[src/rtl/jr_hazard_ctrl_pkg.sv]
// Shared types for the jr hazard controller: FSM state encoding and
// jump-register forward-select codes.
package jr_hazard_ctrl_pkg;

    typedef enum logic [1:0] {
        IDLE = 2'b00,
        WAIT = 2'b01,
        FIRE = 2'b10
    } jrState_t;

    localparam logic [1:0] FWD_RF   = 2'b00;
    localparam logic [1:0] FWD_ALUM = 2'b01;
    localparam logic [1:0] FWD_WB   = 2'b10;

endpackage

[src/rtl/jr_hazard_ctrl_if.sv]
// Pipeline-side signals of the jr hazard controller: D/E/M/W writer info in,
// stall/flush/forward/redirect controls out.
interface jr_hazard_ctrl_if;

    logic       IfjrD;
    logic [4:0] RsD;
    logic       RegWriteE;
    logic       MemtoRegE;
    logic [4:0] RdE;
    logic       RegWriteM;
    logic       MemtoRegM;
    logic [4:0] RdM;
    logic       RegWriteW;
    logic [4:0] RdW;

    logic       StallF;
    logic       StallD;
    logic       FlushE;
    logic [1:0] ForwardJrD;
    logic       JumpReg;
    logic       TimeoutErr;

    modport master (
        output IfjrD, RsD, RegWriteE, MemtoRegE, RdE,
               RegWriteM, MemtoRegM, RdM, RegWriteW, RdW,
        input  StallF, StallD, FlushE, ForwardJrD, JumpReg, TimeoutErr
    );

    modport slave (
        input  IfjrD, RsD, RegWriteE, MemtoRegE, RdE,
               RegWriteM, MemtoRegM, RdM, RegWriteW, RdW,
        output StallF, StallD, FlushE, ForwardJrD, JumpReg, TimeoutErr
    );

endinterface

[src/rtl/jr_fwd_sel.sv]
// Combinational hazard detect and forward-source select for the jr target,
// with register $0 never treated as a dependency.
module jr_fwd_sel
    import jr_hazard_ctrl_pkg::*;
(
    input  logic       IfjrD,
    input  logic [4:0] RsD,
    input  logic       RegWriteE,
    input  logic [4:0] RdE,
    input  logic       RegWriteM,
    input  logic       MemtoRegM,
    input  logic [4:0] RdM,
    input  logic       RegWriteW,
    input  logic [4:0] RdW,
    output logic       Hazard,
    output logic [1:0] ForwardJrD
);

    logic rsLive;

    assign rsLive = IfjrD && (RsD != 5'd0);

    // E results are never ready in D; M load data only arrives in W.
    assign Hazard = rsLive &&
                    ((RegWriteE && (RdE == RsD)) ||
                     (RegWriteM && MemtoRegM && (RdM == RsD)));

    always_comb begin
        ForwardJrD = FWD_RF;
        if (rsLive) begin
            if (RegWriteM && !MemtoRegM && (RdM == RsD)) begin
                ForwardJrD = FWD_ALUM;
            end else if (RegWriteW && (RdW == RsD)) begin
                ForwardJrD = FWD_WB;
            end
        end
    end

endmodule

[src/rtl/jr_hazard_ctrl.sv]
// Decode-stage jr sequencer: stalls on RAW hazards, then redirects with the
// forwarded target. JR_STATS_EN adds jr and stall statistics counters.
//
// state | meaning
// IDLE  | no jr pending; a clean jr fires at once
// WAIT  | jr stalled in D until its rs producer is forwardable
// FIRE  | redirect issued last cycle; behaves like IDLE for a back-to-back jr
module jr_hazard_ctrl
    import jr_hazard_ctrl_pkg::*;
#(
    parameter int MAX_STALL = 4,
    parameter int CNT_W     = 16
) (
    input  logic                clk,
    input  logic                reset,
    jr_hazard_ctrl_if.slave     bus
`ifdef JR_STATS_EN
    ,
    output logic [CNT_W-1:0]    JrCount,
    output logic [CNT_W-1:0]    StallCount
`endif
);

    localparam logic [3:0] STALL_TC = 4'(MAX_STALL);

    jrState_t   state;
    jrState_t   stateNext;
    logic [3:0] stallCnt;
    logic [3:0] stallCntNext;
    logic       timeoutErr;
    logic       hazard;
    logic [1:0] fwdSel;
    logic       stall;
    logic       jumpReg;

    jr_fwd_sel uFwdSel (
        .IfjrD      (bus.IfjrD),
        .RsD        (bus.RsD),
        .RegWriteE  (bus.RegWriteE),
        .RdE        (bus.RdE),
        .RegWriteM  (bus.RegWriteM),
        .MemtoRegM  (bus.MemtoRegM),
        .RdM        (bus.RdM),
        .RegWriteW  (bus.RegWriteW),
        .RdW        (bus.RdW),
        .Hazard     (hazard),
        .ForwardJrD (fwdSel)
    );

    always_comb begin
        stateNext    = state;
        stallCntNext = stallCnt;
        stall        = 1'b0;
        jumpReg      = 1'b0;
        case (state)
            WAIT: begin
                if (!bus.IfjrD) begin
                    stateNext    = IDLE;
                    stallCntNext = 4'd0;
                end else if (hazard) begin
                    stall = 1'b1;
                    if (stallCnt != 4'd15) stallCntNext = stallCnt + 4'd1;
                end else begin
                    jumpReg      = 1'b1;
                    stateNext    = FIRE;
                    stallCntNext = 4'd0;
                end
            end
            default: begin
                if (bus.IfjrD && hazard) begin
                    stall     = 1'b1;
                    stateNext = WAIT;
                end else if (bus.IfjrD) begin
                    jumpReg   = 1'b1;
                    stateNext = FIRE;
                end else begin
                    stateNext = IDLE;
                end
            end
        endcase
    end

    always_ff @(posedge clk) begin
        if (!reset) begin
            state      <= IDLE;
            stallCnt   <= 4'd0;
            timeoutErr <= 1'b0;
        end else begin
            state    <= stateNext;
            stallCnt <= stallCntNext;
            if (stallCntNext == STALL_TC) timeoutErr <= 1'b1;
        end
    end

    assign bus.StallF     = stall;
    assign bus.StallD     = stall;
    assign bus.FlushE     = stall;
    assign bus.JumpReg    = jumpReg;
    assign bus.ForwardJrD = fwdSel;
    assign bus.TimeoutErr = timeoutErr;

`ifdef JR_STATS_EN
    always_ff @(posedge clk) begin
        if (!reset) begin
            JrCount    <= '0;
            StallCount <= '0;
        end else begin
            if (jumpReg) JrCount    <= JrCount + CNT_W'(1);
            if (stall)   StallCount <= StallCount + CNT_W'(1);
        end
    end
`endif

endmodule

[src/flat_wrapper.sv]
// flat-port wrapper written by rule: the top's interface ports become plain ports
module jr_hazard_ctrl_flat import jr_hazard_ctrl_pkg::*;
#(
    parameter int MAX_STALL = 4,
    parameter int CNT_W     = 16
)
  (clk, reset, bus_IfjrD, bus_RsD, bus_RegWriteE, bus_MemtoRegE, bus_RdE, bus_RegWriteM, bus_MemtoRegM, bus_RdM, bus_RegWriteW, bus_RdW, bus_StallF, bus_StallD, bus_FlushE, bus_ForwardJrD, bus_JumpReg, bus_TimeoutErr);
  jr_hazard_ctrl_if bus_i ();
  input  logic clk;
  input  logic reset;
  input wire logic [$bits(bus_i.IfjrD)-1:0] bus_IfjrD;
  input wire logic [$bits(bus_i.RsD)-1:0] bus_RsD;
  input wire logic [$bits(bus_i.RegWriteE)-1:0] bus_RegWriteE;
  input wire logic [$bits(bus_i.MemtoRegE)-1:0] bus_MemtoRegE;
  input wire logic [$bits(bus_i.RdE)-1:0] bus_RdE;
  input wire logic [$bits(bus_i.RegWriteM)-1:0] bus_RegWriteM;
  input wire logic [$bits(bus_i.MemtoRegM)-1:0] bus_MemtoRegM;
  input wire logic [$bits(bus_i.RdM)-1:0] bus_RdM;
  input wire logic [$bits(bus_i.RegWriteW)-1:0] bus_RegWriteW;
  input wire logic [$bits(bus_i.RdW)-1:0] bus_RdW;
  output wire logic [$bits(bus_i.StallF)-1:0] bus_StallF;
  output wire logic [$bits(bus_i.StallD)-1:0] bus_StallD;
  output wire logic [$bits(bus_i.FlushE)-1:0] bus_FlushE;
  output wire logic [$bits(bus_i.ForwardJrD)-1:0] bus_ForwardJrD;
  output wire logic [$bits(bus_i.JumpReg)-1:0] bus_JumpReg;
  output wire logic [$bits(bus_i.TimeoutErr)-1:0] bus_TimeoutErr;
  assign bus_i.IfjrD = bus_IfjrD;
  assign bus_i.RsD = bus_RsD;
  assign bus_i.RegWriteE = bus_RegWriteE;
  assign bus_i.MemtoRegE = bus_MemtoRegE;
  assign bus_i.RdE = bus_RdE;
  assign bus_i.RegWriteM = bus_RegWriteM;
  assign bus_i.MemtoRegM = bus_MemtoRegM;
  assign bus_i.RdM = bus_RdM;
  assign bus_i.RegWriteW = bus_RegWriteW;
  assign bus_i.RdW = bus_RdW;
  assign bus_StallF = bus_i.StallF;
  assign bus_StallD = bus_i.StallD;
  assign bus_FlushE = bus_i.FlushE;
  assign bus_ForwardJrD = bus_i.ForwardJrD;
  assign bus_JumpReg = bus_i.JumpReg;
  assign bus_TimeoutErr = bus_i.TimeoutErr;
  jr_hazard_ctrl #(.MAX_STALL(MAX_STALL), .CNT_W(CNT_W)) u_core (.clk(clk), .reset(reset), .bus(bus_i));
endmodule
[config.mk]
export PLATFORM = sky130hd
export DESIGN_NAME = jr_hazard_ctrl_flat
export DESIGN_NICKNAME = d
export VERILOG_FILES = /design/src/rtl/jr_hazard_ctrl_pkg.sv /design/src/rtl/jr_hazard_ctrl_if.sv /design/src/rtl/jr_fwd_sel.sv /design/src/rtl/jr_hazard_ctrl.sv /design/src/flat_wrapper.sv
export SDC_FILE = /design/constraint.sdc
export NUM_CORES = 1
export LEC_CHECK = 0
export ABC_AREA = 0
export BUFFER_PORTS_ARGS = -buffer_cell sky130_fd_sc_hd__buf_4
export CAP_MARGIN = 20
export CORE_MARGIN = 4
export CORE_UTILIZATION = 36
export DETAILED_ROUTE_END_ITERATION = 6
export HOLD_SLACK_MARGIN = 0.05
export PLACE_DENSITY = 0.76
export SYNTH_ARGS = -nofsm -noshare
export SYNTH_HDL_FRONTEND = slang
export SYNTH_HIERARCHICAL = 1
export SYNTH_SLANG_ARGS = --single-unit
[constraint.sdc]
create_clock -name clk -period 2.2 [get_ports clk]
set_input_delay 0.44 -clock clk [delete_from_list [all_inputs] [get_ports clk]]
set_output_delay 0.44 -clock clk [all_outputs]
set_load 0.005 [all_outputs]
## Word level (Yosys, flattened, before mapping)

Index checks and enable logic that the tools add are counted.

- Reduce and logical (&&, ||, !) cells: 12
- Add/subtract/negate cells: 1
- Multiplexer cells: 21
- Equal/unequal tests: 7

Operator list:

| cell | count |
|---|---|
| two-way mux 2 bit | 8 |
| two-way mux 4 bit | 4 |
| equality test 5 bit | 3 |
| logical AND 1 bit | 9 |
| two-way mux 1 bit | 9 |
| nonzero test 5 bit | 1 |
| adder 4 x 1 -> 4 bit (second input constant) | 1 |
| equality test 4 x 3 -> 1 bit (second input constant) | 1 |
| inequality test 4 bit (second input constant) | 1 |
| inequality test 3 bit (second input constant) | 1 |
| equality test 2 x 1 -> 1 bit (second input constant) | 1 |
| logical NOT 1 bit | 1 |
| logical OR 1 bit | 1 |

- Bits of input ports: 28
- Output and inout bits: 7
- Register bits: 7

## Depth between registers and ports, before layout

- Depth after elaboration: 8
- Gate-level depth with buffers: 9
- Depth with buffers taken out: 9

## Modules after synthesis

The synthesis kept the hierarchy.

By module, submodules not included:

| module | area each (µm²) | instances | cells each |
|---|---|---|---|
| jr_hazard_ctrl | 345.3 | 1 | 36 |
| jr_fwd_sel | 209.0 | 1 | 28 |

## Worst setup path before layout

No wires, ideal clock.

- Path type: input -> register
- Start: input port bus_RsD[2]
- End: register u_core.timeoutErr, in the netlist u_core/bus.TimeoutErr
- Cell stages on the path: 8
- Arrival time: 2,059 ps
- Buffers on the path: 0
- Path slack: 45 ps
- Setup time: 96 ps
- Cell sequence: or4_1 -> o21ai_2 -> a21oi_1 -> nand2_1 -> inv_1 -> and3_4 -> mux2_2 -> o41ai_2

- Cells in the longest elaborated chain, start to end: 8

Ends and longest elaborated chain:

| item | RTL line | source |
|---|---|---|
| from (decl) | flat_wrapper.sv:12 | `input wire logic [$bits(bus_i.RsD)-1:0] bus_RsD;` |
| equality test 5 bit (on tied branches) | jr_fwd_sel.sv:25, jr_fwd_sel.sv:26 |  |
| logical AND 1 bit (on tied branches) | jr_fwd_sel.sv:25, jr_fwd_sel.sv:26 |  |
| logical OR 1 bit | jr_fwd_sel.sv:25 | `((RegWriteE && (RdE == RsD)) \|\|` |
| logical AND 1 bit * | jr_fwd_sel.sv:24 | `assign Hazard = rsLive &&` |
| named net u_core.hazard | jr_hazard_ctrl.sv:31 | `logic hazard;` |
| two-way mux 4 bit * | jr_hazard_ctrl.sv:60 | `end else if (hazard) begin` |
| two-way mux 4 bit * | jr_hazard_ctrl.sv:57 | `if (!bus.IfjrD) begin` |
| two-way mux 4 bit * | jr_hazard_ctrl.sv:55 | `case (state)` |
| equality test 4 x 3 -> 1 bit * | jr_hazard_ctrl.sv:91 | `if (stallCntNext == STALL_TC) timeoutErr <= 1'b1;` |
| to (signal assigned) | jr_hazard_ctrl.sv:87 | `timeoutErr <= 1'b0;` |
| to (signal assigned) | jr_hazard_ctrl.sv:91 |  |
| to (decl) | jr_hazard_ctrl.sv:30 | `logic timeoutErr;` |

Mark *: on every way through the listed nets, which the timed path passes. The rest lies on a longest branch.
A chain may end at the register's enable or synchronous reset.

## Worst setup path after layout

- Start: input port bus_RsD[3]
- End: output port bus_JumpReg

- Cells in the longest elaborated chain, start to end: 7

Ends and longest elaborated chain:

| item | RTL line | source |
|---|---|---|
| equality test 5 bit (on tied branches) | jr_fwd_sel.sv:25, jr_fwd_sel.sv:26 |  |
| logical AND 1 bit (on tied branches) | jr_fwd_sel.sv:25, jr_fwd_sel.sv:26 |  |
| logical OR 1 bit | jr_fwd_sel.sv:25 |  |
| logical AND 1 bit * | jr_fwd_sel.sv:24 |  |
| named net u_core.hazard | jr_hazard_ctrl.sv:31 |  |
| two-way mux 1 bit / logical AND 1 bit (equally long branches) | jr_hazard_ctrl.sv:60, jr_hazard_ctrl.sv:70 |  |
| two-way mux 1 bit (on tied branches) | jr_hazard_ctrl.sv:57, jr_hazard_ctrl.sv:70 |  |
| two-way mux 1 bit * | jr_hazard_ctrl.sv:55 |  |
| to (decl) | flat_wrapper.sv:25 | `output wire logic [$bits(bus_i.JumpReg)-1:0] bus_JumpReg;` |

Marks and branches as above.

==> impl_metrics.csv <==
group,metric,value,unit
layout,drive_gt1_frac,0.587,
job,cap_viol_max_count,0,
pwr,pwr_density_cell,352,nW/um^2
global_routing,grt_pass1_wl,2.47,mm
timing,period_share,0.998,
timing,relSlewSlack,0.820,
clocking,clock-root-buffer,"clkbuf_4",
die,rows,13,
global_routing,grt_max_degree,8,
timing,skew,0.00695,ns
timing,drv_slew,0,
die,dieArea,2230,um^2
global_routing,antenna_found_initial,0,
placement,pre_cts_ws,-0.192,ns
layout,final_util,0.725,
status,status,"completed",
synthesis,yosysWarnings,6,
synthesis,synth_area,554,um^2
layout,postLayoutCellArea,1000,um^2
clocking,hold_buffers,0,
clocking,clk_pin_slew,0.06,ns
worst_hold_path,hp-class,"in -> reg",
detailed_routing,dr.pass1.iters,4,
timing,max_freq,456,MHz
placement,place_area,866,um^2
detailed_routing,wl,1.56,mm
clocking,cts_tree,"built",
clocking,cts_buffers,3,
clocking,insertion_delay,0.25,ns
synthesis,syn_inst,64,
critical_path,path_class,"in -> out",
detailed_routing,first_iter_violations,2,
critical_path,critPathCaptureType,"output pin",
pwr,p_leak,0.463,nW
placement,dp_hpwl,1.32,mm
critical_path,arrival,1.75,ns
synthesis,postSynthAreaPerCell,8.66,um^2
placement,routabilityCongestion,0.737,
detailed_routing,wl_per_cell,12.6,um
global_routing,grt-ovfl-total,0,
timing,rsz0062_at_grt,"yes",
critical_path,critPathMaxFanout,3,
layout,final_cell_mix,"buf_4, dfxtp_1, xnor2_1, xor2_1",
global_routing,track_usage,0.158,
timing,hold_viol_final,0,
pwr,peakVddDrop,0.172,mV
layout,nNetsFinal,139,
timing,finalSetupViolCount,0,
critical_path,critPathRequiredTime,1.76,ns
timing,min_period,2.19,ns
global_routing,grt_pass1_vias,657,
die,die_w,47.2,um
clocking,h-tree-depth,1,
detailed_routing,antenna_left,0,
layout,antenna_cells,0,
timing,fin_ws,0.00536,ns
placement,io_buffer_count,33,
timing,worst_slew_pin_slew,0.267,ns
detailed_routing,via_count,627,
detailed_routing,via_per_inst,5.06,
die,die_h,47.2,um
timing,fin_setup_tns,0,ns
die,core,1380,um^2
detailed_routing,drcViolationCount,0,
die,initial_utilization,0.401,
layout,final_common_cell,"buf_4",
critical_path,start_kind,"primary input",
die,io_pins,35,
synthesis,synth_nets,93,
synthesis,ys_types,29,
pwr,totalPowerFinal,0.000353,W
layout,area_growth,80.8,%
synthesis,synth-seq-cells,7,
clocking,clkSinkCount,7,
synthesis,seq_area_frac_synth,0.253,
clocking,clock_path_buffers,2,
## area by class of cell
cell class / instances / area (um^2)
tap: 15 / 18.8
sequential: 7 / 140
inverter: 3 / 11.3
multi-input combinational: 52 / 460
fill: 99 / 380
timing repair buffer: 43 / 345
clock buffer: 4 / 26.3
## cells in the mapped netlist
| cell | number | share of area |
|---|---|---|
| o31ai_1 | 1 | 0.014 |
| or4_1 | 1 | 0.014 |
| mux2_2 | 1 | 0.020 |
| o21ai_2 | 1 | 0.016 |
| nand2b_1 | 1 | 0.011 |
| nand3_1 | 4 | 0.036 |
| nor3_1 | 2 | 0.018 |
| o41ai_2 | 1 | 0.029 |
| buf_4 | 2 | 0.027 |
| a21oi_1 | 2 | 0.018 |
| and2_2 | 1 | 0.014 |
| o221ai_1 | 1 | 0.016 |
| xor2_1 | 8 | 0.13 |
| ha_1 | 1 | 0.023 |
| and2_1 | 4 | 0.045 |
| nor4_1 | 2 | 0.023 |
| nand2_1 | 3 | 0.020 |
| nand4_1 | 2 | 0.023 |
| a31oi_1 | 1 | 0.011 |
| and3_1 | 1 | 0.011 |
| o21a_1 | 2 | 0.027 |
| nor2b_2 | 1 | 0.016 |
| a22o_2 | 1 | 0.018 |
| xnor2_1 | 7 | 0.11 |
| dfxtp_1 | 7 | 0.25 |
| and3_4 | 1 | 0.020 |
| nor2b_1 | 1 | 0.011 |
| o21ai_0 | 1 | 0.0090 |
| inv_1 | 3 | 0.020 |
## timing repair
action / 4_1_cts / 5_1_grt
setup buffers: 1 / 1
pin swaps: 4 / 5
endpoints found under the setup margin: 4 / 5
gates resized for setup: 8 / 12
## per-layer routing
| layer | wire length [um] | GRT usage | vias up |
|---|---|---|---|
| met1 | 585 | 0.155 | 289 |
| met3 | 134 | 0.0421 | 0 |
| met5 | 0 | 0 | - |
| met4 | 0 | 0.116 | 0 |
| li1 | - | - | 314 |
| met2 | 839 | 0.281 | 24 |
## critical path: stages
cell	delay, ns
buf_4	0.11
buf_4	0.14
xor2_1	0.17
nor4_2	0.24
nand3_1	0.15
a21oi_2	0.21
buf_4	0.15
nor2b_4	0.04
buf_6	0.10
## registers in the layout, indices dropped and copies added, names as in the netlist
name,cells
u_core/stallCnt,4
u_core/bus.TimeoutErr,1
u_core/state,2
## path summary, 6_finish.rpt
path                                      start                                  to  slack [ns]  cells past startpoint
min reg2reg  u_core/bus.TimeoutErr$_SDFFE_PN0N_  u_core/bus.TimeoutErr$_SDFFE_PN0N_        0.46                      2
max                                  bus_RsD[3]                         bus_JumpReg       0.005                      9
min                                       reset       u_core/stallCnt[3]$_SDFF_PN0_        0.45                      2
max reg2reg       u_core/stallCnt[1]$_SDFF_PN0_  u_core/bus.TimeoutErr$_SDFFE_PN0N_        0.63                      5
## kinds of logic (layout without fill, tap and decap cells)
kind of cell               count (synthesis)  in the layout  share of synthesized area
and+or+nand+nor                           24             24                      0.262
AOI/OAI and AO/OA                         11             11                      0.158
xor gates and xnor gates                  15             15                      0.237
muxes                                      1              1                     0.0203
DFF                                        7              7                      0.253
adders and majority gates                  1              1                     0.0226
buffers and inverters                      5             50                     0.0474
## stage by stage
step	hold slack [ns]	cells
floorplan	0.449	64
global placement	0.437	118
detailed placement	0.454	118
CTS	0.443	123
global route	0.449	124
finish	0.448	124
## power breakdown
group / total [W] / switching (W) / internal (W)
clock: 0.000118 / 0.0000485 / 0.0000693
combinational: 0.000106 / 0.0000402 / 0.0000661
sequential: 0.000129 / 0.000000576 / 0.000128
total: 0.000353 / 0.0000893 / 0.000263
Note: power is estimated with default switching activity, not from simulation.
